<file path="src/rtl/vga_hsync.sv">
// rtl/vga_hsync.sv - horizontal timing generator for 640x480 VGA
//
// Walks SYNC -> BACK -> DISP -> FRONT, with a 10-bit position counter
// inside each phase. All outputs are registered with the phase/position
// state, so they are glitch-free and in phase with each other.
//
// Optional feature macro: VGA_HSYNC_PIX_DIV_EN
//   defined   : internal divide-by-2 register drives pix_en (50 MHz clk,
//               25 MHz pixel rate)
//   undefined : pix_en tied high, clk is the pixel clock
//
// Parameters (each 1..1023):
//   H_SYNC, H_BACK, H_DISP, H_FRONT - phase widths in pixel periods
//
// Ports:
//   clk       - system clock
//   rst       - asynchronous active-low reset
//   H_sync    - horizontal sync, low during SYNC
//   line_clk  - ~H_sync; one rising edge per line, at the start of sync
//   h_display - high during DISP
//   col_count - pixel column during DISP, 0 elsewhere
//   pix_en    - pixel-advance qualifier

module vga_hsync #(
    parameter int H_SYNC  = 96,
    parameter int H_BACK  = 48,
    parameter int H_DISP  = 640,
    parameter int H_FRONT = 16
) (
    input  logic       clk,
    input  logic       rst,
    output logic       H_sync,
    output logic       line_clk,
    output logic       h_display,
    output logic [9:0] col_count,
    output logic       pix_en
);

    localparam logic [9:0] SYNC_LAST  = 10'(H_SYNC - 1);
    localparam logic [9:0] BACK_LAST  = 10'(H_BACK - 1);
    localparam logic [9:0] DISP_LAST  = 10'(H_DISP - 1);
    localparam logic [9:0] FRONT_LAST = 10'(H_FRONT - 1);

    typedef enum logic [1:0] {
        PH_SYNC  = 2'd0,
        PH_BACK  = 2'd1,
        PH_DISP  = 2'd2,
        PH_FRONT = 2'd3
    } phase_t;

    phase_t     phase;
    phase_t     phase_nxt;
    logic [9:0] pos;
    logic [9:0] pos_nxt;
    logic [9:0] phase_last;

`ifdef VGA_HSYNC_PIX_DIV_EN
    logic pix_div;

    // Starts at 0 so the first advance after reset lands on the second edge.
    always_ff @(posedge clk or negedge rst) begin
        if (!rst) begin
            pix_div <= 1'b0;
        end else begin
            pix_div <= ~pix_div;
        end
    end

    assign pix_en = pix_div;
`else
    assign pix_en = 1'b1;
`endif

    always_comb begin
        phase_last = SYNC_LAST;
        unique case (phase)
            PH_SYNC:  phase_last = SYNC_LAST;
            PH_BACK:  phase_last = BACK_LAST;
            PH_DISP:  phase_last = DISP_LAST;
            PH_FRONT: phase_last = FRONT_LAST;
            default:  phase_last = SYNC_LAST;
        endcase
    end

    // Next-state logic; with pix_en low the next state equals the current
    // state, so the registered outputs below simply hold.
    always_comb begin
        phase_nxt = phase;
        pos_nxt   = pos;
        if (pix_en) begin
            if (pos == phase_last) begin
                pos_nxt = 10'd0;
                unique case (phase)
                    PH_SYNC:  phase_nxt = PH_BACK;
                    PH_BACK:  phase_nxt = PH_DISP;
                    PH_DISP:  phase_nxt = PH_FRONT;
                    PH_FRONT: phase_nxt = PH_SYNC;
                    default:  phase_nxt = PH_SYNC;
                endcase
            end else begin
                pos_nxt = pos + 10'd1;
            end
        end
    end

    always_ff @(posedge clk or negedge rst) begin
        if (!rst) begin
            phase <= PH_SYNC;
            pos   <= 10'd0;
        end else begin
            phase <= phase_nxt;
            pos   <= pos_nxt;
        end
    end

    // Outputs are decoded from the next state so they change on the same
    // edge as the state they describe, with no combinational decode after
    // the flops.
    always_ff @(posedge clk or negedge rst) begin
        if (!rst) begin
            H_sync    <= 1'b0;
            line_clk  <= 1'b1;
            h_display <= 1'b0;
            col_count <= 10'd0;
        end else begin
            H_sync    <= (phase_nxt != PH_SYNC);
            line_clk  <= (phase_nxt == PH_SYNC);
            h_display <= (phase_nxt == PH_DISP);
            col_count <= (phase_nxt == PH_DISP) ? pos_nxt : 10'd0;
        end
    end

endmodule

</file>
<file path="config.mk">
export PLATFORM = sky130hd
export DESIGN_NAME = vga_hsync
export DESIGN_NICKNAME = d
export VERILOG_FILES = /design/src/rtl/vga_hsync.sv
export SDC_FILE = /design/constraint.sdc
export NUM_CORES = 1
export LEC_CHECK = 0
export BUFFER_PORTS_ARGS = -buffer_cell sky130_fd_sc_hd__buf_2
export CAP_MARGIN = 20
export CORE_UTILIZATION = 44
export CTS_BUF_LIST = sky130_fd_sc_hd__clkbuf_8 sky130_fd_sc_hd__clkbuf_16
export CTS_CLUSTER_DIAMETER = 30
export DETAILED_ROUTE_END_ITERATION = 7
export GPL_TIMING_DRIVEN = 1
export PLACE_DENSITY_LB_ADDON = 0.2
export SYNTH_ARGS = -nofsm -noshare
export SYNTH_HDL_FRONTEND = slang
export SYNTH_SLANG_ARGS = --single-unit
</file>
<file path="constraint.sdc">
create_clock -name clk -period 2.48 [get_ports clk]
set_clock_uncertainty 0.2 [all_clocks]
set_input_delay 0.124 -clock clk [delete_from_list [all_inputs] [get_ports clk]]
set_output_delay 0.124 -clock clk [all_outputs]
set_load 0.005 [all_outputs]
</file>
Word level (Yosys, flattened, before mapping). Cells that the tools add are included.

Register bits: 25. Bits in latches: 0. Bits in writable memories: 0. Bits in read-only memories: 0. Input port bits: 2. Output and inout bits: 14. Logic and storage cells: 20. Memories: 0.

Add/sub/neg operators: 1. Multipliers: 0. Divide/modulo/power cells: 0. Magnitude comparators: 0. Equal/unequal tests: 5. Shifts and indexed selects: 0. Muxes and demuxes: 5. Bitwise gates (word level): 0. Reductions and logical operators: 3.

Operator list (count): $pmux 10 s4 (1); $mux 10 (2); $add 10x1->10 const B (1); $eq 10x10->1 (1); $pmux 2 s4 (1); $eq 2x2->1 const B (3); $logic_not 2->1 (2); $eq 2x1->1 const B (1); $mux 2 (1); $reduce_bool 2->1 (1).

Longest topological paths before layout. Gate-level depths: netlist (run 1).

Depth after elaboration: 6. Mapped depth: 7. Gate-level depth less buffers: 7.

Least setup slack after synthesis (run 1). Ideal clock, no wire load.

Path type: reg-to-reg. Start: reg phase[0]. End: reg H_sync. Library setup time: 124 ps. Data arrival time: 1964 ps. Required time: 2156 ps. Slack: 192 ps. Stages on the path, launching flop included: 8. Buffers on the path: 0. Clock period less this slack: 2288 ps. Cell sequence: dfrtp_1 > inv_1 > ha_1 > xor2_1 > or4_4 > o41ai_1 > a21oi_1 > or2_1.

Longest elaborated chain between the ends: 5. Elaborated cells on any way between the ends: 9. Those cells by class: eq/ne: 4; mux: 3; reduce/logical: 2.

RTL lines: start: declaration (line 51) `phase_t phase;`; start signal: assignment (line 111) `phase <= phase_nxt;`; $eq 2x2->1, or another cell as far along (line 76, 93); $pmux 10 s4 (line 76) `unique case (phase)`; $eq 10x10->1 (line 91) `if (pos == phase_last) begin`; $mux 2 (*) (line 91); via phase_nxt[1] (line 52) `phase_t phase_nxt;`; $reduce_bool 2->1 (*) (line 126) `H_sync <= (phase_nxt != PH_SYNC);`; end signal: assignment (line 126); end: declaration (line 32) `output logic H_sync,`.

The timed path passes the listed nets; every way through them passes the cells marked *. The select of a mux whose other input is x is not followed.

Worst setup path in the final report (run 1).
Start: reg phase[0]. End: reg col_count[8].

Longest elaborated chain between the ends: 6. Elaborated cells on any way between the ends: 11. Those cells by class: eq/ne: 5; mux: 5; reduce/logical: 1.

RTL lines: $eq 2x2->1, or another cell as far along (line 76, 93); $pmux 10 s4 (line 76); $eq 10x10->1 (line 91); $mux 2 (*) (line 91); via phase_nxt[0] (line 52); $eq 2x2->1 (*) (line 129) `col_count <= (phase_nxt == PH_DISP) ? pos_nxt : 10'd0;`; $mux 10 (*) (line 129); end signal: assignment (line 129); end: declaration (line 35) `output logic [9:0] col_count,`.

Marked as above.

==> results by group, run 1 <==
Placed design
  • Port-buffer cells: 14
  • Placed Cells: 143
  • Gpl congestion: 0.847
  • Post-DP HPWL: 1520 µm

Routing
  • Drt via density: 5.40
  • Drt pass-1 iters: 4
  • Final wirelength: 2250 µm
  • Antenna-violating nets left: 0
  • Drc violations: 0
  • Via count: 804
  • Routed len/inst: 15.1 µm
  • Initial DRC Count: 21

Worst setup path
  • Critical path endpoint category: register
  • Worst r2r path cells: 7
  • Crit path launch type: register
  • FF-to-FF setup slack: 0.10 ns
  • Arr. time, crit path: 2.33 ns
  • Reg2Reg Launch Point: phase[0]
  • Critical path class: reg -> reg
  • CP Launch Point: phase[0]
  • Reg-to-Reg End: col_count[8]
  • Worst setup path endpoint: col_count[8]
  • CP Max Fanout: 6
  • Worst EP required: 2.43 ns

Clock tree
  • Worst-Skew Late Latency: 0.27 ns
  • Reg clk slew, reported paths: 0.09 ns
  • H-tree Lvls: 1
  • CTS buffer count: 3
  • Max Buffers Root-to-Sink: 2
  • Root buffer cell: clkbuf_8
  • CTS tree: built
  • Clock Sinks: 25

Final layout
  • Diodes inserted: 0
  • Area delta synth->final: 17.2%
  • Layout cells sized above 1: 24.0%
  • Non-filler instance count after layout: 149
  • Final nets: 128

Die
  • Rows: 17
  • Die ar.: 0.00275 mm²
  • Initial cell density of the core: 48.8%
  • Chip Width: 52.5 µm
  • I/O pin total: 16
  • Die height: 52.5 µm
  • Area of the core: 0.00230 mm²

Pwr
  • Pint: 0.520 mW
  • Psw: 0.137 mW
  • P per Cell Area: 500 mW/mm²
  • Register share of total power: 62.0%
  • Maximum VDD drop: 317 µV
  • Pleak: 0.634 nW
  • Clk network pwr share: 36.6%
  • Net Sw Frac: 20.9%
  • Logic pwr share: 1.4%

STA
  • Hold Vio Cnt, Final: 0
  • Final Setup Violations: 0
  • Setup TNS: 0 ns
  • Fmax: 420 MHz
  • Slew margin rel.: 65.1%
  • Tcrit/Tclk final: 96.0%
  • Final-report max-slew violation count: 0
  • Worst-Margin Slew: 0.524 ns
  • Tmin final: 2.38 ns

Flow run
  • Max_cap viols: 0

GRT
  • Antenna violations before repair: 0
  • Global route total overflow: 0
  • Tot GR Track Use: 18.9%
  • Vias in the first global route: 790
  • Largest net degree at the start of global routing: 26
  • First-pass GRT wire length: 3660 µm

Synthesis
  • Synth warnings: 0
  • Number of synthesized flops with an enable pin: 0
  • Largest area contributor in the netlist: dfrtp_1
  • Sequential area share after synthesis: 55.9%
  • Yosys top cell area share: 53.6%
  • Cell with the most instances after synthesis: dfrtp_1
  • List of most frequent post-synthesis cells: dfrtp_1 (24), nor2_1 (20), nand2_1 (6), nand3_1 (6), xnor2_1 (6)
  • Post-synth ARST share: 100%
  • Syn_nets: 109
  • Mean Syn Cell Area: 10.9 µm²
  • Synthesized area: 0.00112 mm²
  • Count of cell types in the netlist: 31
  • Primary FF master, synth: dfrtp_1
  • Yosys reg bits: 25
  • Post-Synthesis Cells: 103
  • Synth top area cells: dfrtp_1 (54%), nor2_1 (6.7%), xnor2_1 (4.7%), ha_1 (4.5%), xor2_1 (3.1%)

Min path
  • Hold Crit Class: in -> async

Run status
  • Status: finished clean
==> stage by stage <==
| step | cell area, µm² | hold WS (ns) | power, mW | setup WS [ns] | utilization, % |
|---|---|---|---|---|---|
| detailed placement | 1220 | -0.0597 | 0.424 | -0.0200 | 53.1 |
| floorplan | 1120 | -0.372 | 0.417 | 0.192 | - |
| CTS | 1280 | 0.188 | 0.658 | 0.0512 | 55.8 |
| global placement | 1220 | -0.0744 | 0.424 | 0.106 | 53.1 |
| finish | 1310 | 0.165 | 0.657 | 0.100 | 57.2 |
| global route | 1310 | 0.236 | 0.676 | -0.00703 | 57.2 |
==> metal layers <==
metal | track usage [%] | routed length (µm) | vias up
li1 | - | - | 383
met1 | 22.6 | 919 | 384
met2 | 32.7 | 1160 | 30
met3 | 3.48 | 117 | 7
met4 | 8.33 | 53 | 0
met5 | 0 | 0 | -
==> cell families after synthesis <==
group | synth area share (%)
AND/OR/NAND/NOR | 22.3
flip-flops | 55.9
XOR/XNOR | 7.81
AO/OA/AOI/OAI | 6.47
buffers and inverters | 2.68
adder cells (fa/ha/maj) | 4.46
other | 0.335
==> sequential cells by signal, indices dropped and copies added, names as in the netlist <==
signal	flops
col_count	10
pos	10
phase	2
H_sync	1
h_display	1
line_clk	1
==> cells in the final DEF (no fill, tap or decap), types with 2 or more instances in the layout <==
cell type / n
buf_2: 14
and3_1: 2
nand2_1: 6
nor3b_1: 2
xor2_1: 4
nand3_1: 6
nor4_1: 2
xnor2_1: 6
clkbuf_8: 3
dfrtp_1: 24
inv_1: 4
ha_1: 4
buf_4: 2
nand4_1: 2
nor2_1: 19
==> layout make-up <==
class	instances	area (µm²)
clock buffer	3	41.3
tap	28	35.0
fill	203	983
inverter	4	15.0
clock inverter	1	3.75
multi-input combinational	71	497
sequential	25	627
timing repair buffer	17	95.1
==> worst max-delay path, stage by stage, from the launching register on <==
cell and delay [ns]:
dfrtp_1 0.41, inv_2 0.09, ha_1 0.21, xor2_1 0.17, or4_4 0.56, or3_4 0.41, o211ai_4 0.11, nor3b_1 0.09
==> worst min-delay path by stage <==
stage | start | to | slack [ns] | cells past startpoint
2_1_floorplan | rst | H_sync | -0.37 | 0
3_3_place_gp | rst | col_count[3] | -0.07 | 1
3_5_place_dp | rst | pos[3] | -0.06 | 1
4_1_cts | rst | col_count[9] | 0.19 | 2
5_1_grt | rst | col_count[9] | 0.24 | 2
6_report | rst | col_count[0] | 0.16 | 2
==> repair_timing <==
item	4_1_cts	5_1_grt
buffers inserted	0	1
setup endpoints to repair	1	11
hold buffers	1	0
hold endpoints to repair	25	0
resized for setup	1	5
==> power by group through the flow <==
stage	clock, mW	combinational [mW]	sequential (mW)
after global routing	0.257	0.0117	0.407
after floorplan	0	0.00147	0.415
after detailed placement	0	0.00898	0.415
after CTS	0.240	0.0100	0.407
final	0.240	0.00931	0.407
after global placement	0	0.00849	0.415
Power figures use the tool's default switching activity.
==> run 2: changes to the inputs <==
- PLACE_DENSITY_LB_ADDON: 0.2 -> not set
==> run 2 against run 1 <==
Sequential power hardly changed. Via count is 5.3% lower. Register-to-register slack better by 0.05 ns. Wire length is 13% lower. Critical path depth stayed put. Utilization is 0.60 points lower. Combinational power is 0.8% lower. Setup slack better by 0.047 ns.
==> results by group, run 2 (synthesis results as in run 1) <==
Routing
  • Via count: 761 (-5.3%)
  • Drc violations: 0 (unchanged)
  • Routed len/inst: 13.0 µm (-13%)
  • Antenna-violating nets left: 0 (unchanged)
  • Initial DRC Count: 4 (-81%)
  • Drt via density: 5.11 (-5.3%)
  • Final wirelength: 1940 µm (-13%)
  • Drt pass-1 iters: 4 (unchanged)

Clock tree
  • CTS tree: built
  • Reg clk slew, reported paths: 0.08 ns (about the same)
  • Max Buffers Root-to-Sink: 2 (unchanged)
  • Clock Sinks: 25 (unchanged)
  • Root buffer cell: clkbuf_8
  • Worst-Skew Late Latency: 0.27 ns (about the same)
  • H-tree Lvls: 1 (unchanged)
  • CTS buffer count: 3 (unchanged)

GRT
  • Antenna violations before repair: 0 (unchanged)
  • Vias in the first global route: 809 (+2.4%)
  • Tot GR Track Use: 18.3% (-0.58 points)
  • First-pass GRT wire length: 3560 µm (-2.8%)
  • Global route total overflow: 0 (unchanged)
  • Largest net degree at the start of global routing: 26 (unchanged)

Worst setup path
  • Crit path largest cell delay: 0.55 ns (about the same)
  • Crit path launch type: register
  • CP cell instances: inv_1 -> ha_1 -> xor2_1 -> or4_4 -> or3_4 -> o211ai_4 -> nor3b_1
  • Worst EP required: 2.43 ns (about the same)
  • CP max stage cell: or4_4
  • CP Launch Point: phase[0]
  • CP Max Fanout: 6 (unchanged)
  • Arr. time, crit path: 2.28 ns (-0.05 ns)
  • Critical path class: reg -> reg
  • Critical path endpoint category: register
  • Reg2Reg Launch Point: phase[0]

STA
  • Final Setup Violations: 0 (unchanged)
  • Hold Vio Cnt, Final: 0 (unchanged)
  • Setup repair after global routing missed its margin: false
  • Final-report max-slew violation count: 0 (unchanged)
  • Slew margin rel.: 65.1% (about the same)
  • Tcrit/Tclk final: 94.1% (-1.9 points)
  • Setup TNS: 0 ns (unchanged)
  • Tmin final: 2.33 ns (-0.0469 ns)
  • Worst-Margin Slew: 0.524 ns (-0.000283 ns)
  • Fmax: 429 MHz (+2.0%)
  • Final hold slack: 0.164 ns (-0.000931 ns)

Min path
  • Hold Crit Class: in -> async

Final layout
  • Fill cells: 199 (-2.0%)
  • Biggest regs: col_count: 10 flops, pos: 10 flops, phase: 2 flops
  • Area delta synth->final: 16.0%
  • Most frequent cells in the layout: dfrtp_1 (24), nor2_1 (19), buf_2 (14)
  • Most common cell after layout, fill and taps aside: dfrtp_1
  • Diodes inserted: 0 (unchanged)
  • Final nets: 128 (unchanged)
  • Layout cells sized above 1: 23.1% (-0.83 points)

Pwr
  • Clk network pwr share: 36.1% (-0.5 points)
  • Register share of total power: 62.5% (+0.5 points)
  • Tot Pwr: 0.651 mW (-0.83%)
  • Net Sw Frac: 20.0% (-0.85 points)
  • Logic pwr share: 1.4% (about the same)
  • Maximum VDD drop: 514 µV (+62%)
  • Pleak: 0.631 nW (-0.43%)
  • P per Cell Area: 501 mW/mm² (+0.22%)
  • Psw: 0.130 mW (-4.9%)
  • Pint: 0.521 mW (+0.24%)

Placed design
  • Port-buffer cells: 14 (unchanged)
  • Gpl congestion: 0.823 (-2.8%)
  • Post-DP HPWL: 1400 µm (-7.3%)

Die
  • Die height: 52.5 µm (unchanged)
  • I/O pin total: 16 (unchanged)
  • Initial cell density of the core: 48.8% (unchanged)
  • Die ar.: 0.00275 mm² (unchanged)
  • Chip Width: 52.5 µm (unchanged)
  • Rows: 17 (unchanged)
  • Area of the core: 0.00230 mm² (unchanged)

Run status
  • Status: finished clean

Flow run
  • Max_cap viols: 0 (unchanged)
run 2: cell types whose count changed in the layout (fill, tap and decap cells not counted):
cell	change
a21oi_1	+1
a21oi_2	-1
clkinv_2	+1
inv_2	-1
o41ai_2	+1
o41ai_4	-1
run 2: per-stage QoR:
stage / instances / utilization (%) / worst slack, ns / cell area (µm²)
after floorplan: 103 / - / 0.192 / 1120
after global placement: 143 / 53.1 / 0.101 / 1220
after detailed placement: 143 / 53.1 / 0.0584 / 1220
after CTS: 148 / 55.8 / 0.0410 / 1280
after global routing: 149 / 56.6 / 0.0324 / 1300
final: 149 / 56.6 / 0.147 / 1300
run 2: cell type report:
cell class | count | area, µm² | area share (%)
repair buffers | 17 | 95.1 | 7.31
clock inverters | 1 | 5.00 | 0.385
multi-input cells | 71 | 482 | 37.1
well taps | 28 | 35.0 | 2.69
flip-flops and latches | 25 | 627 | 48.2
clock buffers | 3 | 41.3 | 3.18
inverters | 4 | 15.0 | 1.15
run 2: power by group through the flow:
stage / combinational, mW / sequential, mW / clock (mW)
2_1_floorplan: 0.00147 / 0.415 / 0
3_3_place_gp: 0.00852 / 0.415 / 0
3_5_place_dp: 0.00872 / 0.415 / 0
4_1_cts: 0.0100 / 0.407 / 0.243
5_1_grt: 0.0116 / 0.407 / 0.258
6_report: 0.00924 / 0.407 / 0.235
run 2: repair_timing:
item,in CTS,in global routing
setup buffers,0,1
hold buffers,1,0
gates resized for setup,1,2
hold endpoints to repair,25,0
setup endpoints to repair,1,6
run 2: final timing paths:
check / to / slack, ns / cells past startpoint
setup / recovery: col_count[8] / 0.15 / 7
hold reg to reg: pos[0] / 0.31 / 1
hold / removal: col_count[1] / 0.16 / 2
max in group asynchronous: line_clk / 1.55 / 2
min in group clk: pos[0] / 0.31 / 1
setup reg to reg: col_count[8] / 0.15 / 7
run 2: worst max-delay path: cells and delay by family (launching register included):
| family | cells | cell delay (ns) |
|---|---|---|
| compound gates | 1 | 0.12 |
| xor+xnor | 1 | 0.17 |
| fa+ha+maj | 1 | 0.22 |
| buf+inv | 1 | 0.10 |
| flops | 1 | 0.35 |
| simple gates | 3 | 1.05 |
run 2: layer usage:
metal | global-route usage (%) | part of all wire, % | up-vias
met3 | 7.25 | 4.2 | 5
met5 | 0 | 0 | -
met1 | 21.6 | 46 | 356
met4 | 7.02 | 1.3 | 0
met2 | 29.7 | 48 | 15
li1 | - | - | 385
==> run 3: changes to the inputs <==
- ABC_AREA: not set -> 1
==> run 3 against run 2 <==
Clock power barely moved. Via count rose by 12%. Sequential power barely moved. Setup slack improved by 0.22 ns. Synthesized area rose by 6.8%. Wire length rose by 2.8%. Cell count rose by 23%. Critical path type unchanged. Largest power group unchanged. Highest routed layer unchanged.
==> results by group, run 3 <==
Worst setup path
  • Most common cell on crit path: nand2_1
  • Reg2Reg Launch Point: phase[1]
  • Critical path class: reg -> reg
  • Crit path largest cell delay: 0.41 ns (-0.14 ns)
  • Critical path endpoint category: register
  • Reg-to-Reg End: col_count[9]
  • Delay-heaviest family, CP: simple AND/OR/NAND/NOR gates
  • Arr. time, crit path: 2.06 ns (-0.22 ns)
  • CP Max Fanout: 11 (+5)
  • Worst path bufs/invs: 2 (+1)
  • Crit path launch type: register
  • CP cell instances: inv_1 -> ha_1 -> inv_1 -> nand2_1 -> nand2_1 -> nor2_2 -> nand3_4 -> nand2_1 -> nand2_2 -> nand2_2 -> nor2_1
  • Worst r2r path cells: 11 (+4)
  • Critical Path Stages: 11 (+4)
  • CP max stage cell: dfrtp_1
  • Worst EP required: 2.43 ns (about the same)
  • FF-to-FF setup slack: 0.37 ns (+0.22 ns)

Die
  • I/O pin total: 16 (unchanged)
  • Rows: 18 (+1)
  • Die ar.: 0.00293 mm² (+6.5%)
  • Area of the core: 0.00252 mm² (+9.8%)
  • Chip Width: 54.2 µm (+3.2%)
  • Die height: 54.2 µm (+3.2%)
  • Initial cell density of the core: 47.5% (-1.3 points)

Placed design
  • Placed Cells: 178 (+24%)
  • Gpl congestion: 0.790 (-4.1%)
  • Port-buffer cells: 14 (unchanged)
  • Placed cell area: 0.00129 mm² (+5.5%)
  • DP Worst Slack: 0.356 ns (+0.298 ns)
  • Post-DP HPWL: 1470 µm (+4.7%)

Routing
  • Drt pass-1 iters: 4 (unchanged)
  • Antenna-violating nets left: 0 (unchanged)
  • Final wirelength: 2000 µm (+2.8%)
  • Via count: 849 (+12%)
  • Initial DRC Count: 8 (+4)
  • Drt via density: 4.64 (-9.2%)
  • Routed len/inst: 10.9 µm (-16%)
  • Drc violations: 0 (unchanged)

Synthesis
  • List of most frequent post-synthesis cells: inv_1 (27), nand2_1 (25), dfrtp_1 (24), nand3_1 (11), nor2_2 (11)
  • Count of cell types in the netlist: 20 (-35%)
  • Cell with the most instances after synthesis: inv_1
  • Mean Syn Cell Area: 8.80 µm² (-19%)
  • Synthesized area: 0.00120 mm² (+6.8%)
  • Yosys reg bits: 25 (unchanged)
  • Number of synthesized flops with an enable pin: 0 (unchanged)
  • Synth warnings: 0 (unchanged)
  • Largest area contributor in the netlist: dfrtp_1
  • Post-Synthesis Cells: 136 (+32%)
  • Sequential area share after synthesis: 52.4% (-3.6 points)
  • Post-synth ARST share: 100% (unchanged)
  • Primary FF master, synth: dfrtp_1
  • Yosys top cell area share: 50.2% (-3.4 points)
  • Synth top area cells: dfrtp_1 (50%), inv_1 (8.5%), nand2_1 (7.8%), nor2_2 (5.7%), nand3_1 (4.6%)
  • Syn_nets: 142 (+30%)

Clock tree
  • H-tree Lvls: 1 (unchanged)
  • CTS tree: built
  • CTS buffer count: 3 (unchanged)
  • Post-CTS Setup Bufs: 0 (unchanged)
  • Max Buffers Root-to-Sink: 2 (unchanged)
  • Worst-Skew Late Latency: 0.27 ns (about the same)
  • Reg clk slew, reported paths: 0.08 ns (about the same)
  • Clock Sinks: 25 (unchanged)
  • Root buffer cell: clkbuf_8

Flow run
  • Max_cap viols: 0 (unchanged)

Final layout
  • Area delta synth->final: 12.0%
  • Non-filler instance count after layout: 183 (+23%)
  • Multi-input gate area: 439 µm² (-8.8%)
  • Sequential Area: 627 µm² (unchanged)
  • Biggest regs: col_count: 10 flops, pos: 10 flops, phase: 2 flops
  • Most common cell after layout, fill and taps aside: inv_1
  • Fill cells: 241 (+21%)
  • Most frequent cells in the layout: inv_1 (28), nand2_1 (25), dfrtp_1 (24)
  • Final nets: 160 (+25%)
  • Diodes inserted: 0 (unchanged)
  • Post-route cell area: 0.00134 mm² (+3.2%)
  • Util after Layout: 53.2% (-3.4 points)
  • Layout cells sized above 1: 26.8% (+3.7 points)

STA
  • Final hold slack: 0.166 ns (+0.00247 ns)
  • Worst-Margin Slew: 0.547 ns (+0.0227 ns)
  • Setup repair after global routing missed its margin: false
  • Final-report max-slew violation count: 0 (unchanged)
  • Hold Vio Cnt, Final: 0 (unchanged)
  • Tcrit/Tclk final: 85.2% (-8.8 points)
  • Slew margin rel.: 63.6% (-1.5 points)
  • Setup TNS: 0 ns (unchanged)
  • Fmax: 473 MHz (+10%)
  • Tmin final: 2.11 ns (-0.219 ns)
  • Final Setup Violations: 0 (unchanged)
  • Post-route setup slack: 0.366 ns (+0.219 ns)

GRT
  • M3 GR Usage: 2.54% (-4.7 points)
  • Vias in the first global route: 806 (-0.37%)
  • Layer with the highest usage: met2
  • Global route total overflow: 0 (unchanged)
  • Antenna violations before repair: 0 (unchanged)
  • Met1 Use GR: 22.3% (+0.74 points)
  • Largest net degree at the start of global routing: 26 (unchanged)
  • Global-route track usage on met2: 26.2% (-3.5 points)
  • First-pass GRT wire length: 3420 µm (-4.1%)
  • Tot GR Track Use: 17.0% (-1.3 points)

Pwr
  • P per Cell Area: 484 mW/mm² (-3.4%)
  • Pleak: 0.793 nW (+26%)
  • Tot Pwr: 0.649 mW (-0.34%)
  • Maximum VDD drop: 342 µV (-33%)

Run status
  • Status: finished clean

Min path
  • Hold Crit Class: in -> async
==> run 3: repair_timing <==
action | 4_1_cts | 5_1_grt
hold buffers | 1 | 0
gates resized for setup | 0 | 0
setup endpoints to repair | 0 | 0
endpoints found under the hold margin | 24 | 0
==> run 3: kinds of logic after synthesis <==
kind of cell,after synthesis,share of synthesized area [%]
compound gates,2,0.836
xor+xnor,3,2.19
fa+ha+maj,4,4.18
buf+inv,32,11.0
flops,25,52.4
other cells,1,0.313
simple gates,69,29.2
==> run 3: cell type report <==
type                    instances  area share (%)
repair buffers                 15            5.97
flip-flops and latches         25            46.7
well taps                      30            2.80
inverters                      30            8.40
clock buffers                   3            3.08
multi-input cells              79            32.7
clock inverters                 1           0.280
==> run 3: power breakdown <==
group	total, mW	switching (mW)	internal [mW]
sequential	0.407	0	0.407
combinational	0.00952	0.00794	0.00158
clock	0.232	0.122	0.111
==> run 3: worst register-to-register path, cell delays in order (launching register included) <==
cell,delay [ns]
dfrtp_1,0.41
inv_1,0.06
ha_1,0.32
inv_1,0.05
nand2_1,0.07
nand2_1,0.07
nor2_2,0.12
nand3_4,0.16
nand2_1,0.11
nand2_2,0.07
nand2_2,0.27
nor2_1,0.08
==> run 3: worst max-delay path by stage <==
stage          startpoint            to  slack (ns)
6_report         phase[1]  col_count[9]        0.37
5_1_grt          phase[0]  col_count[9]        0.14
3_3_place_gp     phase[1]  col_count[9]        0.42
3_5_place_dp     phase[1]  col_count[9]        0.36
4_1_cts          phase[1]  col_count[9]        0.34
2_1_floorplan    phase[1]  col_count[8]        0.63
==> run 3: layer usage <==
metal,part of all wire (%),wire [µm],up-vias
met5,0,0,-
met4,1.4,28,0
met3,2.2,43,4
met2,46,928,10
met1,50,996,400
li1,-,-,435
